$ cat config.mk
export PLATFORM = sky130hd
export DESIGN_NAME = multicycle_control
export DESIGN_NICKNAME = d
export VERILOG_FILES = /design/src/rtl/multicycle_control.sv
export SDC_FILE = /design/constraint.sdc
export NUM_CORES = 1
export LEC_CHECK = 0
export ABC_AREA = 1
export BUFFER_PORTS_ARGS = -buffer_cell sky130_fd_sc_hd__clkbuf_2
export CAP_MARGIN = 20
export CORE_MARGIN = 2
export CORE_UTILIZATION = 25
export CTS_BUF_LIST = sky130_fd_sc_hd__clkbuf_8 sky130_fd_sc_hd__clkbuf_16
export CTS_CLUSTER_DIAMETER = 120
export DETAILED_ROUTE_END_ITERATION = 10
export PLACE_DENSITY = 0.48
export REMOVE_ABC_BUFFERS = 1
export SLEW_MARGIN = 20
export SYNTH_ARGS = -nofsm -noshare
export SYNTH_HDL_FRONTEND = slang
export SYNTH_SLANG_ARGS = --single-unit
$ cat constraint.sdc
create_clock -name clk -period 3.1 [get_ports clk]
set_clock_uncertainty 0.1 [all_clocks]
set_input_delay 0.775 -clock clk [delete_from_list [all_inputs] [get_ports clk]]
set_output_delay 0.775 -clock clk [all_outputs]
set_load 0.005 [all_outputs]
$ cat src/rtl/multicycle_control.sv
// multicycle_control: multi-cycle RISC-V main control FSM (FETCH/DECODE/EXECUTE/MEM/WB/HALT)
// Inputs : clk, rst, instr_valid_i, opcode_i, funct7_i, mem_ready_i, muldiv_done_i
// Outputs: instr_req_o, ir_write_o, datapath controls (reg_write_o .. auipc_o, alu_op_o, word_o),
//          muldiv_start_o, pc_write_o, halt_o, state_o, retired_o
module multicycle_control #(
    parameter int XLEN            = 64,
    parameter int M_EXT           = 1,
    parameter int HALT_ON_ILLEGAL = 1,
    parameter int CNT_W           = 32
) (
    input  logic             clk,
    input  logic             rst,
    input  logic             instr_valid_i,
    input  logic [6:0]       opcode_i,
    input  logic [6:0]       funct7_i,
    input  logic             mem_ready_i,
    input  logic             muldiv_done_i,
    output logic             instr_req_o,
    output logic             ir_write_o,
    output logic             reg_write_o,
    output logic             alu_src_o,
    output logic             mem_read_o,
    output logic             mem_write_o,
    output logic             branch_o,
    output logic             jump_o,
    output logic             jump_reg_o,
    output logic             lui_o,
    output logic             auipc_o,
    output logic [1:0]       alu_op_o,
    output logic             word_o,
    output logic             muldiv_start_o,
    output logic             pc_write_o,
    output logic             halt_o,
    output logic [2:0]       state_o,
    output logic [CNT_W-1:0] retired_o
);
    localparam logic [2:0] S_FETCH = 3'd0, S_DECODE = 3'd1, S_EXEC = 3'd2,
                           S_MEM = 3'd3, S_WB = 3'd4, S_HALT = 3'd7;
    typedef struct packed {
        logic       rw, src, mr, mw, br, j, jr, lui, aui;
        logic [1:0] op;
        logic       wd, md;
    } ctrl_t;
    logic [2:0]       state_q, state_d;
    ctrl_t            ctrl_q, ctrl_d;
    logic [6:0]       op_q, f7_q;
    logic             started_q, sys, illegal, md_enc, in_ex, ex_done;
    logic [CNT_W-1:0] retired_q;
    // The instruction is captured with IRWrite so that DECODE-state outputs
    // depend only on registered state, never combinationally on opcode_i.
    always_ff @(posedge clk) begin
        if (rst) begin
            state_q   <= S_FETCH;
            ctrl_q    <= '0;
            op_q      <= '0;
            f7_q      <= '0;
            started_q <= 1'b0;
            retired_q <= '0;
        end else begin
            state_q   <= state_d;
            if (ir_write_o) begin
                op_q <= opcode_i;
                f7_q <= funct7_i;
            end
            if (state_q == S_DECODE) ctrl_q <= ctrl_d;
            started_q <= in_ex && state_d == S_EXEC;
            retired_q <= retired_q + CNT_W'(pc_write_o);
        end
    end
    always_comb begin
        ctrl_d  = '0;
        sys     = 1'b0;
        illegal = 1'b0;
        md_enc  = f7_q == 7'b0000001;
        case (op_q)
            7'b0110011: begin ctrl_d.op = 2'b10; ctrl_d.rw = 1'b1; ctrl_d.md = md_enc;
                              illegal = md_enc && M_EXT == 0; end
            7'b0010011: begin ctrl_d.op = 2'b11; ctrl_d.src = 1'b1; ctrl_d.rw = 1'b1; end
            7'b0000011: begin ctrl_d.src = 1'b1; ctrl_d.rw = 1'b1; ctrl_d.mr = 1'b1; end
            7'b0100011: begin ctrl_d.src = 1'b1; ctrl_d.mw = 1'b1; end
            7'b1100011: begin ctrl_d.op = 2'b01; ctrl_d.br = 1'b1; end
            7'b1101111: begin ctrl_d.rw = 1'b1; ctrl_d.j = 1'b1; end
            7'b1100111: begin ctrl_d.src = 1'b1; ctrl_d.rw = 1'b1; ctrl_d.jr = 1'b1; end
            7'b0110111: begin ctrl_d.src = 1'b1; ctrl_d.rw = 1'b1; ctrl_d.lui = 1'b1; end
            7'b0010111: begin ctrl_d.src = 1'b1; ctrl_d.rw = 1'b1; ctrl_d.aui = 1'b1; end
            7'b0011011: begin ctrl_d.op = 2'b11; ctrl_d.src = 1'b1; ctrl_d.rw = 1'b1; ctrl_d.wd = 1'b1;
                              illegal = XLEN != 64; end
            7'b0111011: begin ctrl_d.op = 2'b10; ctrl_d.rw = 1'b1; ctrl_d.wd = 1'b1; ctrl_d.md = md_enc;
                              illegal = XLEN != 64 || (md_enc && M_EXT == 0); end
            7'b1110011: sys = 1'b1;
            default:    illegal = 1'b1;
        endcase
        // Illegal instructions retire as NOPs, so their control vector is all zero.
        if (illegal) ctrl_d = '0;
        in_ex   = state_q == S_EXEC;
        ex_done = !ctrl_q.md || muldiv_done_i;
    end
    always_comb begin
        state_d = state_q;
        case (state_q)
            S_FETCH:  state_d = instr_valid_i ? S_DECODE : S_FETCH;
            S_DECODE: state_d = (sys || (illegal && HALT_ON_ILLEGAL != 0)) ? S_HALT :
                                illegal ? S_FETCH : S_EXEC;
            S_EXEC:   if (ex_done) state_d = ctrl_q.br ? S_FETCH : (ctrl_q.mr || ctrl_q.mw) ? S_MEM : S_WB;
            S_MEM:    if (mem_ready_i) state_d = ctrl_q.mw ? S_FETCH : S_WB;
            S_WB:     state_d = S_FETCH;
            S_HALT:   state_d = S_HALT;
            default:  state_d = S_FETCH;
        endcase
    end
    always_comb begin
        instr_req_o    = state_q == S_FETCH;
        ir_write_o     = state_q == S_FETCH && instr_valid_i;
        reg_write_o    = state_q == S_WB && ctrl_q.rw;
        mem_read_o     = state_q == S_MEM && ctrl_q.mr;
        mem_write_o    = state_q == S_MEM && ctrl_q.mw;
        alu_src_o      = in_ex && ctrl_q.src;
        branch_o       = in_ex && ctrl_q.br;
        jump_o         = in_ex && ctrl_q.j;
        jump_reg_o     = in_ex && ctrl_q.jr;
        lui_o          = in_ex && ctrl_q.lui;
        auipc_o        = in_ex && ctrl_q.aui;
        word_o         = in_ex && ctrl_q.wd;
        alu_op_o       = in_ex ? ctrl_q.op : 2'b00;
        // started_q marks every EXECUTE cycle after the first, so the start is a single pulse.
        muldiv_start_o = in_ex && ctrl_q.md && !started_q;
        pc_write_o     = (state_q == S_DECODE && illegal && HALT_ON_ILLEGAL == 0) ||
                         (in_ex && ex_done && ctrl_q.br) ||
                         (state_q == S_MEM && mem_ready_i && ctrl_q.mw) ||
                         state_q == S_WB;
        halt_o         = state_q == S_HALT;
        state_o        = state_q;
        retired_o      = retired_q;
    end
endmodule

==> qor.yml, run 1 <==
final_layout:
  final_core_util: 0.3192
  final_layout_size_suffix_gt1_frac: 0.2100
  most_frequent_cells_in_the_layout: "sky130_fd_sc_hd__nand2_1 (122), sky130_fd_sc_hd__nor2_1 (70), sky130_fd_sc_hd__clkbuf_2 (70)"
  final_cells: 734
  area_delta_synth_final_pct: 24.01
  antenna_cells: 0
  nNetsFinal: 578
  final_common_cell: "sky130_fd_sc_hd__nand2_1"
  final_design_area_no_fill_mm2: 0.004045
routing:
  routed-via-count: 3307
  drt_pre_antenna_iters: 6
  drc: 0
  route.final.wire_length_um: 9490
  wl_per_cell_um: 12.93
  route.antenna.remaining_nets: 0
  route.detailed.vias_per_inst: 4.505
  initialDrtViolationCount: 162
timing:
  setup_viol: 0
  min_period_ns: 2.627
  finalCritPeriodShare: 0.8473
  finalHoldViolCount: 0
  worst_margin_slew_ns: 0.5633
  fin_setup_tns_ns: 0
  fmaxAchievable_mhz: 380.7
  layout_setup_ws_ns: 0.4733
  max-slew-margin-rel: 0.6245
  timing_max_transition_violations_final: 0
  setup_repair_after_global_routing_missed_its_margin: "no"
setup_path:
  crit_path_end_kind: "flip-flop"
  worstSetupPathType: "flip-flop to flip-flop"
  cpMostUsedCell: "sky130_fd_sc_hd__nand2_1"
  cpLargestDelayFamily: "simple AND/OR/NAND/NOR gates"
  worst_ep_arrival_time_ns: 2.72
  crit_path_cell_trace: "inv_2, nor3_4, inv_2, nor2_1, nand2_1, nand3_1, ha_1, ha_2, nand3_2, inv_1, nand2_1, inv_1, nand2_1, nand2_1, a21oi_1"
  worst_setup_path_start_kind: "flip-flop"
  critical_path.slowest_cell: "sky130_fd_sc_hd__dfxtp_1"
  critPathBufInv: 4
  path_max_fanout: 10
  largest_stage_delay_on_the_critical_path_ns: 0.44
  crit_required_ns: 3.19
global_routing:
  track_usage: 0.1428
  first_global_vias: 3246
  globalRoute.totalOverflow: 0
  wire_length_of_the_first_global_routing_pass_um: 16040
  grt_antenna_before_repair: 0
  grt_max_degree: 50
cts:
  post_cts_setup_repair_buffer_count: 0
  cts.reportedPaths.clkPinSlew_ns: 0.05
  cts_buffers: 9
  clock_path_buffers: 2
  htree_levels: 3
  tritoncts_clock_tree: "yes"
  cts.root.buffer_cell: "sky130_fd_sc_hd__clkbuf_16"
  clock_latency_ns: 0.33
  numClockSinks: 63
placement:
  port_buffers: 70
  dp_cells: 718
  finalWeightedCongestion: 0.9002
  dp_slack_ns: 0.3413
  dpl.hpwl_um: 7286
  dpl_cell_area_mm2: 0.003766
floorplan:
  floorplan.initialDensity: 0.2574
  floorplan.die.width_um: 118.2
  die_h_um: 118.2
  core_mm2: 0.01267
  row_count: 41
  die_area_mm2: 0.01398
  ioPinCount: 71
yosys:
  syn_area_per_cell_um2: 6.712
  synth_warnings: 0
  synth_area_mm2: 0.003262
  synth_seq_area_share: 0.3867
  ys_ff_latch: 63
  synth.lib_cells_used.distinct: 33
  synthCells: 486
outcome:
  outcome: "finished, final reports clean"
power_and_ir_drop:
  powerDensity_mw_per_mm2: 505.6
  static-leakage-power_nw: 1.449
  max-vdd-ir-drop_mv: 0.2013
min_path:
  kind_of_path_behind_the_tightest_hold_check: "flip-flop to flip-flop"
flow_run:
  max_cap_viols: 0
## report_power, final
group	internal, mW	total, mW	switching (mW)	leakage [nW]
clock network	0.575	0.934	0.359	0.146
logic	0.0733	0.229	0.156	0.792
registers	0.848	0.881	0.0333	0.511
## registers in the layout (all words and copies together), names as in the netlist
signal	count
state_o	3
f7_q	7
op_q	7
retired_o	32
started_q	1
ctrl_q	13
## worst paths after layout
check,slack (ns),depth (start not counted),to,startpoint
min,0.35,2,f7_q[4],f7_q[4]
max reg2reg,0.47,15,retired_o[24],state_o[1]
max,0.47,15,retired_o[24],state_o[1]
min reg2reg,0.35,2,f7_q[4],f7_q[4]
## through the flow
step	hold slack [ns]	total power, mW
2_1_floorplan	0.3293	1.043
3_3_place_gp	0.3425	1.130
3_5_place_dp	0.3486	1.132
4_1_cts	0.3567	2.077
5_1_grt	0.3776	2.145
6_report	0.3522	2.045
## cells by family (layout without fill, tap and decap cells)
family / after synthesis / count (layout) / synth area share
adder cells (fa/ha/maj): 2 / 2 / 0.007670
AO/OA/AOI/OAI: 79 / 79 / 0.1300
XOR/XNOR: 5 / 5 / 0.01343
AND/OR/NAND/NOR: 266 / 266 / 0.3721
buffers and inverters: 71 / 147 / 0.09014
flip-flops: 63 / 63 / 0.3867
## worst min-delay path, delay by kind of cell (launching register included)
kind	cells	cell delay [ns]
AOI/OAI and AO/OA	1	0.05
buffers and inverters	1	0.06
DFF	1	0.29
## cell usage after synthesis
cell type | n | share of area
sky130_fd_sc_hd__nand2_1 | 122 | 0.14
sky130_fd_sc_hd__nor2_1 | 70 | 0.081
sky130_fd_sc_hd__dfxtp_1 | 63 | 0.39
sky130_fd_sc_hd__inv_1 | 53 | 0.061
sky130_fd_sc_hd__a21oi_1 | 50 | 0.077
sky130_fd_sc_hd__nand3_1 | 24 | 0.037
sky130_fd_sc_hd__o21ai_0 | 15 | 0.023
sky130_fd_sc_hd__nand3b_1 | 11 | 0.025
sky130_fd_sc_hd__nor3_1 | 11 | 0.017
sky130_fd_sc_hd__inv_2 | 7 | 0.0081
sky130_fd_sc_hd__nand4_1 | 7 | 0.013
sky130_fd_sc_hd__nor2_2 | 7 | 0.013
sky130_fd_sc_hd__clkbuf_1 | 6 | 0.0069
sky130_fd_sc_hd__o21ai_1 | 6 | 0.0092
sky130_fd_sc_hd__nor3_2 | 5 | 0.015
sky130_fd_sc_hd__a21oi_2 | 3 | 0.0081
sky130_fd_sc_hd__nand2_2 | 3 | 0.0058
sky130_fd_sc_hd__xnor2_1 | 3 | 0.0081
sky130_fd_sc_hd__buf_4 | 2 | 0.0046
sky130_fd_sc_hd__ha_1 | 2 | 0.0077
sky130_fd_sc_hd__nand3_2 | 2 | 0.0061
sky130_fd_sc_hd__nor3_4 | 2 | 0.010
sky130_fd_sc_hd__xor2_1 | 2 | 0.0054
sky130_fd_sc_hd__a211oi_2 | 1 | 0.0038
sky130_fd_sc_hd__a31oi_1 | 1 | 0.0019
sky130_fd_sc_hd__buf_2 | 1 | 0.0015
sky130_fd_sc_hd__buf_6 | 1 | 0.0035
sky130_fd_sc_hd__buf_8 | 1 | 0.0046
sky130_fd_sc_hd__nand2_8 | 1 | 0.0061
sky130_fd_sc_hd__o211ai_1 | 1 | 0.0023
sky130_fd_sc_hd__o21a_1 | 1 | 0.0023
sky130_fd_sc_hd__o22a_1 | 1 | 0.0027
sky130_fd_sc_hd__or2_0 | 1 | 0.0019
## layer usage
| layer | track usage | up-vias | wire length, um |
|---|---|---|---|
| met5 | 0 | - | 0 |
| met4 | 0.04669 | 0 | 150 |
| met3 | 0.03764 | 16 | 522 |
| met2 | 0.2496 | 92 | 4621 |
| met1 | 0.1688 | 1498 | 4195 |
| li1 | - | 1701 | - |
## layout make-up
class / count / area, um2
Clock buffer: 11 / 252.7
Clock inverter: 5 / 23.77
Fill cell: 1421 / 8626
Inverter: 60 / 225.2
Multi-Input combinational cell: 352 / 1709
Sequential cell: 63 / 1261
Tap cell: 172 / 215.2
Timing Repair Buffer: 71 / 357.8
## what timing repair did
item,4_1_cts,5_1_grt
hold buffers,0,0
resized for setup,0,1
setup endpoints to repair,0,1
(Power assumes the default switching activity.)
==> run 2: changes to the inputs <==
==> constraint.sdc (replaced) <==
create_clock -name clk -period 2.5 [get_ports clk]
set_clock_uncertainty 0.1 [all_clocks]
set_input_delay 0.625 -clock clk [delete_from_list [all_inputs] [get_ports clk]]
set_output_delay 0.625 -clock clk [all_outputs]
set_load 0.005 [all_outputs]
==> run 2 against run 1 <==
Cell count increased by 1.2%; first-iteration DRC count increased by 20%; die area unchanged; critical path type is now flip-flop to primary output; largest cell class unchanged; register-to-register slack got worse by 0.15 ns.
==> qor.yml, run 2 (same netlist as run 1, synthesis figures left out) <==
outcome:
  outcome: "finished, final reports clean"
final_layout:
  antenna_cells: 0
  final.fill_count: 1410
  final_layout_size_suffix_gt1_frac: 0.2224
  most_frequent_cells_in_the_layout: "sky130_fd_sc_hd__nand2_1 (122), sky130_fd_sc_hd__nor2_1 (70), sky130_fd_sc_hd__clkbuf_2 (70)"
  final-seq-area_mm2: 0.001262
  footprint_of_the_multi_input_gates_mm2: 0.001707
  largest_register_ff_count: 32
  final_core_util: 0.3247
  final_common_cell: "sky130_fd_sc_hd__nand2_1"
  area_delta_synth_final_pct: 26.12
  nNetsFinal: 587
  final_design_area_no_fill_mm2: 0.004114
global_routing:
  grt_max_degree: 40
  track_usage: 0.1461
  globalRoute.totalOverflow: 0
  first_global_vias: 3379
  wire_length_of_the_first_global_routing_pass_um: 16480
  grt_antenna_before_repair: 0
timing:
  setup_viol: 0
  fmaxAchievable_mhz: 439.3
  layout_setup_ws_ns: 0.2238
  setup_repair_after_global_routing_missed_its_margin: "no"
  fin_setup_tns_ns: 0
  finalHoldViolCount: 0
  timing_max_transition_violations_final: 0
  max-slew-margin-rel: 0.6558
  min_period_ns: 2.276
  finalCritPeriodShare: 0.9105
  worst_margin_slew_ns: 0.5157
routing:
  drc: 0
  drt_pre_antenna_iters: 7
  wl_per_cell_um: 13.06
  route.final.wire_length_um: 9700
  route.detailed.vias_per_inst: 4.483
  routed-via-count: 3331
  initialDrtViolationCount: 194
  route.antenna.remaining_nets: 0
cts:
  htree_levels: 3
  numClockSinks: 63
  cts-hold-fix-buffers: 0
  clock_path_buffers: 2
  clock_latency_ns: 0.34
  cts.reportedPaths.clkPinSlew_ns: 0.06
  tritoncts_clock_tree: "yes"
  cts_buffers: 9
  cts.root.buffer_cell: "sky130_fd_sc_hd__clkbuf_16"
power_and_ir_drop:
  power.internal_mw: 1.819
  powerDensity_mw_per_mm2: 613.3
  static-leakage-power_nw: 1.485
  max-vdd-ir-drop_mv: 0.2889
  seq_power_share: 0.431
  power.switching_mw: 0.7040
  power.share.switching: 0.2790
  clockPowerShare: 0.444
  combinationalPowerShare: 0.125
setup_path:
  largest_stage_delay_on_the_critical_path_ns: 0.34
  worst_setup_path_start_kind: "flip-flop"
  worstSetupPathType: "flip-flop to primary output"
  rrSetupSlack_ns: 0.32
  crit_path_end_kind: "primary output"
  r2r_cells: 14
  worst_ep_arrival_time_ns: 1.55
  crit_required_ns: 1.77
  critical_path.reg2reg.startpoint: "state_o[0]"
  cpMostUsedCell: "sky130_fd_sc_hd__inv_2"
  critPathLaunch: "state_o[2]"
  critical_path.slowest_cell: "sky130_fd_sc_hd__dfxtp_1"
  path_max_fanout: 27
  crit-reg2reg-capture: "retired_o[28]"
  crit_path_cell_trace: "buf_4, inv_2, nand3_2, inv_2, nand2_8, inv_1, clkbuf_2"
placement:
  finalWeightedCongestion: 0.9018
  port_buffers: 70
  dp_slack_ns: 0.08205
  dpl_cell_area_mm2: 0.003846
  dpl.hpwl_um: 7499
flow_run:
  max_cap_viols: 0
min_path:
  hold_depth: 2
  hold_path.startpoint: "f7_q[1]"
  kind_of_path_behind_the_tightest_hold_check: "flip-flop to flip-flop"
  min_to: "f7_q[1]"
floorplan:
  row_count: 41
  die_h_um: 118.2
  core_mm2: 0.01267
  floorplan.die.width_um: 118.2
  floorplan.initialDensity: 0.2574
  ioPinCount: 71
  die_area_mm2: 0.01398
==> run 2: cell type report <==
type | count | area share
multi-input cells | 352 | 0.4148
repair buffers | 80 | 0.1064
clock buffers | 9 | 0.05474
well taps | 172 | 0.05231
clock inverters | 7 | 0.01004
inverters | 60 | 0.05474
flip-flops and latches | 63 | 0.3069
==> run 2: worst max path at each step <==
stage | to | slack (ns) | cells past startpoint
floorplan | retired_o[8] | 0.08 | 13
global placement | retired_o[24] | 0.16 | 14
detailed placement | retired_o[30] | 0.08 | 13
CTS | muldiv_start_o | 0.15 | 6
global route | retired_o[31] | 0.05 | 13
finish | ir_write_o | 0.22 | 7
==> run 2: worst max-delay path: cells and delay by family, from the launching register on <==
kind	cells	cell delay (ns)
buf+inv	5	0.62
flops	1	0.34
simple gates	2	0.24
==> run 2: metrics by stage <==
step	hold slack, ns	cells	total power, mW
final	0.3524	743	2.523
after global routing	0.3714	743	2.646
after CTS	0.3557	743	2.566
after detailed placement	0.3469	727	1.427
after global placement	0.3440	727	1.425
after floorplan	0.3293	475	1.294
==> run 2: power groups by stage <==
stage          Clock (mW)  Combinational [mW]  Sequential [mW]
3_3_place_gp            0               0.317             1.11
5_1_grt              1.20               0.356             1.09
4_1_cts              1.16               0.320             1.09
3_5_place_dp            0               0.319             1.11
2_1_floorplan           0               0.186             1.11
6_report             1.12               0.315             1.09
==> run 2: routing by layer <==
metal  vias up  share of wire  wire length, um  global-route usage
met2       105           0.47             4580              0.2486
met1      1497           0.46             4469              0.1802
met4         0          0.014              131             0.05120
li1       1718              -                -                   -
met5         -              0                0                   0
met3        11          0.053              518             0.03330
==> run 2: timing repair <==
action | 4_1_cts | 5_1_grt
setup buffers | 0 | 0
endpoints found under the setup margin | 0 | 6
gates resized for setup | 0 | 1
